<file path="src/rtl/edge_stream_filter.sv">
// Streaming 3x3 Sobel edge detector: grayscale conversion, two line buffers, a sliding
// window and a single registered output stage with valid/ready back-pressure.
module edge_stream_filter #(
   parameter int unsigned IMG_W    = 64,
   parameter int unsigned IMG_H    = 64,
   parameter int unsigned PIX_W    = 8,
   parameter int unsigned CHANNELS = 3
) (
   input  logic                      clk_i,
   input  logic                      reset_i,
   input  logic [1:0]                mode_i,
   input  logic [PIX_W-1:0]          thresh_i,
   input  logic                      in_valid_i,
   output logic                      in_ready_o,
   input  logic [CHANNELS*PIX_W-1:0] in_pixel_i,
   output logic                      out_valid_o,
   input  logic                      out_ready_i,
   output logic [CHANNELS*PIX_W-1:0] out_pixel_o,
   output logic                      out_last_o
);

   localparam int unsigned CW = $clog2(IMG_W);
   localparam int unsigned RW = $clog2(IMG_H);
   localparam int unsigned SW = PIX_W + 2;
   localparam int unsigned GW = PIX_W + 3;
   localparam int unsigned MW = PIX_W + 4;
   localparam logic [CW-1:0]    ColMax = CW'(IMG_W - 1);
   localparam logic [RW-1:0]    RowMax = RW'(IMG_H - 1);
   localparam logic [PIX_W-1:0] MaxPix = '1;

   logic [CW-1:0]      col_q, col_d;
   logic [RW-1:0]      row_q, row_d;
   logic [1:0]         mode_q, mode_d;
   logic [PIX_W-1:0]   thresh_q, thresh_d;
   logic [PIX_W-1:0]   lb1_q [IMG_W];
   logic [PIX_W-1:0]   lb2_q [IMG_W];
   logic [PIX_W-1:0]   win_q [3][2];
   logic               out_valid_q, out_valid_d;
   logic               out_last_q, out_last_d;
   logic [CHANNELS*PIX_W-1:0] out_pixel_q, out_pixel_d;

   logic               accept, produce, col_last, row_last;
   logic [PIX_W-1:0]   gray;
   logic [PIX_W-1:0]   p [3][3];
   logic signed [GW-1:0] s [3][3];
   logic signed [GW-1:0] gx, gy;
   logic [GW-1:0]      ax, ay;
   logic [MW-1:0]      mag;
   logic [PIX_W-1:0]   sat, res;

   if (CHANNELS == 3) begin : g_rgb
      logic [SW-1:0] sum;
      assign sum = SW'(in_pixel_i[PIX_W-1:0]) + {1'b0, in_pixel_i[2*PIX_W-1:PIX_W], 1'b0}
                 + SW'(in_pixel_i[3*PIX_W-1:2*PIX_W]);
      assign gray = PIX_W'(sum >> 2);
   end else begin : g_mono
      assign gray = in_pixel_i[PIX_W-1:0];
   end

   assign in_ready_o = !out_valid_q || out_ready_i;
   assign accept     = in_valid_i && in_ready_o;
   assign col_last   = (col_q == ColMax);
   assign row_last   = (row_q == RowMax);
   assign produce    = (row_q >= RW'(2)) && (col_q >= CW'(2));

   // Window = two registered columns plus the column arriving with this pixel.
   always_comb begin
      for (int i = 0; i < 3; i++) begin
         p[i][0] = win_q[i][0];
         p[i][1] = win_q[i][1];
      end
      p[0][2] = lb2_q[col_q];
      p[1][2] = lb1_q[col_q];
      p[2][2] = gray;
      for (int i = 0; i < 3; i++) begin
         for (int j = 0; j < 3; j++) begin
            s[i][j] = signed'(GW'(p[i][j]));
         end
      end
   end

   assign gx  = (s[0][2] + s[1][2] + s[1][2] + s[2][2]) - (s[0][0] + s[1][0] + s[1][0] + s[2][0]);
   assign gy  = (s[2][0] + s[2][1] + s[2][1] + s[2][2]) - (s[0][0] + s[0][1] + s[0][1] + s[0][2]);
   assign ax  = gx[GW-1] ? GW'(-gx) : GW'(gx);
   assign ay  = gy[GW-1] ? GW'(-gy) : GW'(gy);
   assign mag = MW'(ax) + MW'(ay);
   assign sat = (mag > MW'(MaxPix)) ? MaxPix : mag[PIX_W-1:0];

   always_comb begin
      res = sat;
      unique case (mode_q)
         2'd0:    res = p[1][1];
         2'd2:    res = (mag >= MW'(thresh_q)) ? MaxPix : '0;
         default: res = sat;
      endcase
   end

   always_comb begin
      col_d       = col_q;
      row_d       = row_q;
      mode_d      = mode_q;
      thresh_d    = thresh_q;
      out_valid_d = out_valid_q;
      out_last_d  = out_last_q;
      out_pixel_d = out_pixel_q;
      if (accept) begin
         col_d = col_last ? '0 : col_q + CW'(1);
         if (col_last) begin
            row_d = row_last ? '0 : row_q + RW'(1);
         end
         if (col_q == '0 && row_q == '0) begin
            mode_d   = mode_i;
            thresh_d = thresh_i;
         end
         out_valid_d = produce;
         out_last_d  = produce && row_last && col_last;
         if (produce) begin
            out_pixel_d = {CHANNELS{res}};
         end
      end else if (out_ready_i) begin
         out_valid_d = 1'b0;
         out_last_d  = 1'b0;
      end
   end

   always_ff @(posedge clk_i) begin
      if (reset_i) begin
         col_q       <= '0;
         row_q       <= '0;
         mode_q      <= '0;
         thresh_q    <= '0;
         out_valid_q <= 1'b0;
         out_last_q  <= 1'b0;
         out_pixel_q <= '0;
      end else begin
         col_q       <= col_d;
         row_q       <= row_d;
         mode_q      <= mode_d;
         thresh_q    <= thresh_d;
         out_valid_q <= out_valid_d;
         out_last_q  <= out_last_d;
         out_pixel_q <= out_pixel_d;
      end
   end

   // Buffers and window are fully rewritten before any output depends on them.
   always_ff @(posedge clk_i) begin
      if (accept) begin
         lb2_q[col_q] <= lb1_q[col_q];
         lb1_q[col_q] <= gray;
         for (int i = 0; i < 3; i++) begin
            win_q[i][0] <= p[i][1];
            win_q[i][1] <= p[i][2];
         end
      end
   end

   assign out_valid_o = out_valid_q;
   assign out_last_o  = out_last_q;
   assign out_pixel_o = out_pixel_q;

endmodule

</file>
<file path="config.mk">
export PLATFORM = sky130hd
export DESIGN_NAME = edge_stream_filter
export DESIGN_NICKNAME = d
export VERILOG_FILES = /design/src/rtl/edge_stream_filter.sv
export SDC_FILE = /design/constraint.sdc
export NUM_CORES = 1
export LEC_CHECK = 0
export ABC_AREA = 0
export CORE_MARGIN = 10
export CORE_UTILIZATION = 55
export CTS_BUF_LIST = sky130_fd_sc_hd__clkbuf_8
export DETAILED_ROUTE_END_ITERATION = 10
export GPL_TIMING_DRIVEN = 0
export HOLD_SLACK_MARGIN = 0.1
export MAX_ROUTING_LAYER = met4
export PLACE_DENSITY_LB_ADDON = 0.08
export REMOVE_ABC_BUFFERS = 1
export SLEW_MARGIN = 15
export SYNTH_ARGS = -nofsm -noshare
export SYNTH_HDL_FRONTEND = slang
export SYNTH_SLANG_ARGS = --single-unit
</file>
<file path="constraint.sdc">
create_clock -name clk_i -period 18.2 [get_ports clk_i]
set_input_delay 3.64 -clock clk_i [delete_from_list [all_inputs] [get_ports clk_i]]
set_output_delay 3.64 -clock clk_i [all_outputs]
set_load 0.005 [all_outputs]
</file>
==> impl_metrics.toml, run 1 <==
[route]
wl_met1_um = 42200
drc_errors = 0
drt_wl_total_um = 103000
wl_met3_um = 8110
wl_per_cell_um = 27.9
top_layer = "met4"
drtAntennaViolNets = 0
num_vias = 22112
drtIter0Drc = 2095
dr.pass1.iters = 5
viasPerCell = 6.01
routed-wl-met2_um = 49100

[synthesis]
synth_compound_area_share_pct = 1.71
synth_ff_type = "edfxtp_1"
synthXorXnorAreaFrac_pct = 1.00
synth_warnings = 0
async_reset_ff_share_pct = 0
synth-simple-area-share_pct = 2.38
synth-seq-cells = 1110
syn_area_mm2 = 0.0462
synth_edf_count = 1072
netlist_instances = 2245
synth_cell_types = 58
synthTopCellsByCount = "edfxtp_1 (1,072), mux4_2 (326), nor2_1 (134)"
yosysTopAreaCell = "edfxtp_1"
yosysTopAreaCellShare_pct = 69.7
avgSynthCellArea_um2 = 20.6
synth.area.mux_share_pct = 16.4
synthAdderAreaFrac_pct = 4.81
synth_area_leaders = "edfxtp_1 (70%), mux4_2 (16%), fa_1 (3.1%)"
synth_top_family_by_area = "multiplexers"
ys_seq_area_share_pct = 71.3
synth.most_common_cell = "edfxtp_1"

[worst_setup_path]
startpoint_type = "input pin"
path_max_fanout = 16
path_class = "input pin to register"
arrival_ns = 13.72
slowest_delay_ns = 0.59
cpMostUsedCell = "fa_1"
slowest_stage = "a211oi_2"
endpoint_kind = "register"
worst_r2r_path_depth = 30
required_ns = 18.81

[cells_and_area]
seq_area_mm2 = 0.0330
nets = 2630
area_delta_synth_final_pct = 13.8
nFillCells = 5659
drive_gt1_share_pct = 27.8
multi_input_area_mm2 = 0.0125

[clock_tree]
clk_pin_slew_ns = 0.06
hold_buffers = 0
cts_sinks = 1110
cts_buffers = 175
clk_latency_ns = 0.81
cts_setup_buffers = 0
cts_resized = 0
cts-htree-levels = 4
clockBufferDepth = 3
cts_root_buf = "clkbuf_8"
cts_tree = "yes"

[sta]
tightest_slew_ns = 1.25
max_freq_ghz = 0.0763
worst_slack_ns = 5.10
clock_skew_ns = 0.0364
drv_slew = 0
finalHoldViolCount = 0
fin_crit_ns = 13.10
slew_headroom_pct = 16.8
rsz0062_at_grt = "no"
min_period_over_period_pct = 72.0
setup-violations-final = 0

[floorplan]
rows = 106
die_h_um = 310
coreArea_mm2 = 0.0834
start_util_pct = 55.4
io_pins = 65
die_w_um = 310
dieArea_mm2 = 0.0960

[hold_path]
hp-class = "register to register"
worstHoldPathCells = 0

[global_routing]
grt_pass1_wl_um = 152000
grt-ovfl-total = 0
track_usage_pct = 22.7
grt_antenna_before_repair = 5
grt_max_degree = 68
grt_pass1_vias = 23029

[status]
status = "completed"

[run]
cap_violations = 0

[placement]
pre_cts_ws_ns = 3.83
place_congestion = 0.817
dp_hpwl_um = 65100
port_buffers = 64
==> routing by layer <==
metal / global-route usage [%] / vias to the layer above
met4: 8.04 / 0
met1: 30.2 / 11603
met3: 5.52 / 170
met5: - / -
met2: 34.2 / 826
li1: - / 9513
==> sequential cells by signal, indices dropped and copies added, names as in the netlist, named ones only <==
| signal | flops |
|---|---|
| row_q | 6 |
| col_q | 6 |
| out_valid_o | 1 |
| lb1_q | 512 |
| out_last_o | 1 |
| out_pixel_o | 8 |
| lb2_q | 512 |
| thresh_q | 8 |
| mode_q | 2 |
| win_q | 48 |
==> cell families (layout without fill, tap and decap cells) <==
logic type,Yosys count,after routing
adders and majority gates,135,135
muxes,348,348
DFF,1110,1110
other,0,1
and+or+nand+nor,241,241
xor gates and xnor gates,53,53
buffers and inverters,240,592
AOI/OAI and AO/OA,118,118
==> path summary, 6_finish.rpt <==
kind	slack [ns]	from	endpoint
min reg2reg	0.44	win_q[2][1]$_DFFE_PP_	win_q[2][9]$_DFFE_PP_
max	5.10	in_pixel_i[1]	out_pixel_o[18]$_SDFFE_PP0P_
min	0.44	win_q[2][1]$_DFFE_PP_	win_q[2][9]$_DFFE_PP_
max reg2reg	6.93	register	out_pixel_o[18]$_SDFFE_PP0P_
==> placed cells by master (no fill, tap or decap), types with 6 or more instances in the layout <==
| master | Yosys | routed |
|---|---|---|
| a211oi_1 | 8 | 7 |
| a21o_1 | 16 | 15 |
| a21oi_1 | 25 | 25 |
| a311oi_1 | 8 | 8 |
| and3_1 | 7 | 7 |
| buf_12 | 0 | 7 |
| buf_16 | 0 | 18 |
| buf_6 | 15 | 13 |
| buf_8 | 0 | 40 |
| clkbuf_8 | 0 | 184 |
| clkdlybuf4s50_1 | 0 | 64 |
| clkinv_1 | 1 | 46 |
| clkinv_2 | 0 | 23 |
| dfxtp_1 | 38 | 33 |
| edfxtp_1 | 1072 | 1072 |
| fa_1 | 71 | 70 |
| ha_1 | 64 | 64 |
| inv_1 | 119 | 174 |
| inv_2 | 12 | 11 |
| mux2i_1 | 17 | 17 |
| mux4_2 | 326 | 319 |
| mux4_4 | 0 | 7 |
| nand2_1 | 27 | 27 |
| nand2b_1 | 13 | 13 |
| nand3_1 | 14 | 14 |
| nor2_1 | 134 | 69 |
| nor2_2 | 0 | 41 |
| nor2_4 | 0 | 24 |
| nor2b_1 | 7 | 7 |
| nor3_1 | 12 | 11 |
| o21ai_0 | 25 | 25 |
| o21bai_1 | 6 | 6 |
| o22ai_1 | 6 | 6 |
| xnor2_1 | 34 | 30 |
| xor2_1 | 19 | 17 |
==> final cells by class <==
class                           instances  share of cell area [%]
Clock buffer                          184                    4.82
Inverter                              132                   0.945
Multi-Input combinational cell        895                    23.8
Antenna cell                            1                 0.00476
Timing Repair Buffer                  143                    3.86
Sequential cell                      1110                    62.7
Tap cell                             1080                    2.57
Clock inverter                        133                    1.25
==> critical path, delay by kind of cell <==
| kind | cells | cell delay, ns |
|---|---|---|
| AND/OR/NAND/NOR | 5 | 0.81 |
| multiplexers | 1 | 0.44 |
| adder cells (fa/ha/maj) | 8 | 3.61 |
| AO/OA/AOI/OAI | 14 | 3.74 |
| buffers and inverters | 6 | 1.16 |
| XOR/XNOR | 1 | 0.30 |
==> stage by stage <==
stage	area, µm²	util, %	std cells	hold slack [ns]	setup TNS, ns
final	52600	63.0	3678	0.435	0
after CTS	52500	63.0	3677	0.433	0
after floorplan	45600	-	2137	0.426	-4.16
after global routing	52600	63.0	3678	0.445	0
after global placement	47600	57.0	3281	0.438	-332.93
after detailed placement	49400	59.2	3360	0.437	0
Power of run 1 is left out: the tool's default activity adds up to more than one toggle a clock period on the data nets, which glitch-free logic cannot reach.
==> run 2: changes to the inputs <==
clock period = 13.05 ns   (was 18.2 ns; I/O delays follow)
==> results of run 2 <==
The final DEF is identical to that of run 1. Status: completed.
Among the figures that moved: setup slack after placement 3.83 ns -> -0.289 ns; setup slack after layout 5.10 ns -> 0.976 ns; register-to-register setup slack 6.93 ns -> 1.78 ns
Power of run 2 is left out for the same reason.
==> run 3: changes to the inputs <==
CORE_UTILIZATION = 45   (was 55)
REMOVE_ABC_BUFFERS = not set   (was 1)
==> run 3 against run 2 <==
Effect of this change: flip-flop and latch count unchanged; highest routed layer unchanged; die area increased by 21%; hold slack improved by 0.021 ns; global-route usage decreased by 1.6 points; via count increased by 4.6%; clock skew increased by 0.023 ns; worst setup slack improved by 0.083 ns.
==> impl_metrics.toml, run 3 (synthesized netlist as in run 1, its figures left out) <==
[clock_tree]
cts_tree = "yes"
cts_buffers = 180
cts-htree-levels = 4
cts_root_buf = "clkbuf_8"
clk_pin_slew_ns = 0.06
cts_resized = 0
cts_setup_buffers = 0
clk_latency_ns = 0.85
cts_sinks = 1110
hold_buffers = 0
clockBufferDepth = 3

[worst_setup_path]
arrival_ns = 12.64
path_buf_inv = 6
cp_top_family = "compound AO/OA/AOI/OAI gates"
startpoint_type = "input pin"
worst_r2r_path_depth = 32
slowest_stage = "a211oi_2"
slowest_delay_ns = 0.61
r2r_end = "out_pixel_o[18]$_SDFFE_PP0P_"
worst-r2r-setup-slack_ns = 1.12
required_ns = 13.70
endpoint_kind = "register"
path_class = "input pin to register"
cpMostUsedCell = "fa_1"
path_max_fanout = 21

[route]
drt_wl_total_um = 118000
drtIter0Drc = 2234
wl_per_cell_um = 29.1
drtAntennaViolNets = 0
viasPerCell = 5.69
dr.pass1.iters = 4
drc_errors = 0
num_vias = 23126

[hold_path]
hold_start = "win_q[2][4]$_DFFE_PP_"
hold_end = "win_q[2][12]$_DFFE_PP_"
hp-class = "register to register"
worstHoldPathCells = 0

[placement]
dp_hpwl_um = 80200
place_congestion = 0.829
placed_area_mm2 = 0.0499
port_buffers = 64
pre_cts_ws_ns = -0.173

[sta]
fin_crit_ns = 11.99
min_period_over_period_pct = 91.9
drv_slew = 0
max_freq_ghz = 0.0834
clock_skew_ns = 0.0592
rsz0062_at_grt = "no"
finalHoldViolCount = 0
setup-violations-final = 0
worst_slack_ns = 1.06
slew_headroom_pct = 11.7
tightest_slew_ns = 1.33

[floorplan]
die_h_um = 340
die_w_um = 340
io_pins = 65
start_util_pct = 45.3
coreArea_mm2 = 0.102
dieArea_mm2 = 0.116
rows = 117

[cells_and_area]
final_area_mm2 = 0.0531
layout_common_cells = "edfxtp_1 (1,072), mux4_2 (319), inv_1 (195)"
final_common_cell = "edfxtp_1"
drive_gt1_share_pct = 27.4
nets = 2726
top_regs = "lb1_q (512), lb2_q (512), win_q (48)"
area_delta_synth_final_pct = 15.0

[global_routing]
grt_pass1_wl_um = 172000
grt-ovfl-total = 0
grt_pass1_vias = 24502
track_usage_pct = 21.1
grt_max_degree = 67
grt_antenna_before_repair = 5

[status]
status = "completed"

[run]
cap_violations = 0

[synthesis]
synth_fp_nets = 2418
-- run 3: changes by cell type in the layout (fill, tap and decap cells not counted), sizes merged --
cell      change
clkinv       -21
inv          +19
bufinv        +1
diode         +2
clkbuf       +55
clkinvlp      +3
buf          +38
-- run 3: how the worst max path moves through the flow --
stage,to,depth (start not counted),startpoint
floorplan,out_pixel_o[15]$_SDFFE_PP0P_,29,in_pixel_i[1]
global placement,out_pixel_o[16]$_SDFFE_PP0P_,32,in_pixel_i[1]
detailed placement,out_pixel_o[21]$_SDFFE_PP0P_,35,in_pixel_i[1]
CTS,out_pixel_o[18]$_SDFFE_PP0P_,35,in_pixel_i[1]
global route,out_pixel_o[20]$_SDFFE_PP0P_,34,in_pixel_i[1]
finish,out_pixel_o[18]$_SDFFE_PP0P_,35,in_pixel_i[1]
-- run 3: metal layers --
metal / vias to the layer above / share of wire [%] / global-route usage, % / routed length, µm
met4: 0 / 2.5 / 6.43 / 2980
met1: 12459 / 43 / 28.4 / 50800
met2: 802 / 49 / 32.8 / 57400
li1: 9694 / - / - / -
met5: - / 0 / - / 0
met3: 171 / 5.8 / 3.86 / 6900
-- run 3: cell type report --
class / count / area (µm²)
repair buffers: 126 / 1590
fillers: 8246 / 48800
well taps: 1368 / 1710
clock inverters: 135 / 626
flip-flops and latches: 1110 / 33000
multi-input cells: 895 / 12600
diodes: 3 / 7.51
inverters: 132 / 497
plain buffers: 108 / 601
clock buffers: 186 / 2560
-- run 3: stage by stage --
stage	cells	util, %	TNS, ns	hold slack, ns
2_1_floorplan	2245	-	0	0.426
3_3_place_gp	3677	47.6	-28.43	0.438
3_5_place_dp	3739	49.0	-1.26	0.446
4_1_cts	4060	52.1	0	0.458
5_1_grt	4062	52.1	0	0.467
6_report	4063	52.1	0	0.456
Power of run 3 is left out for the same reason.
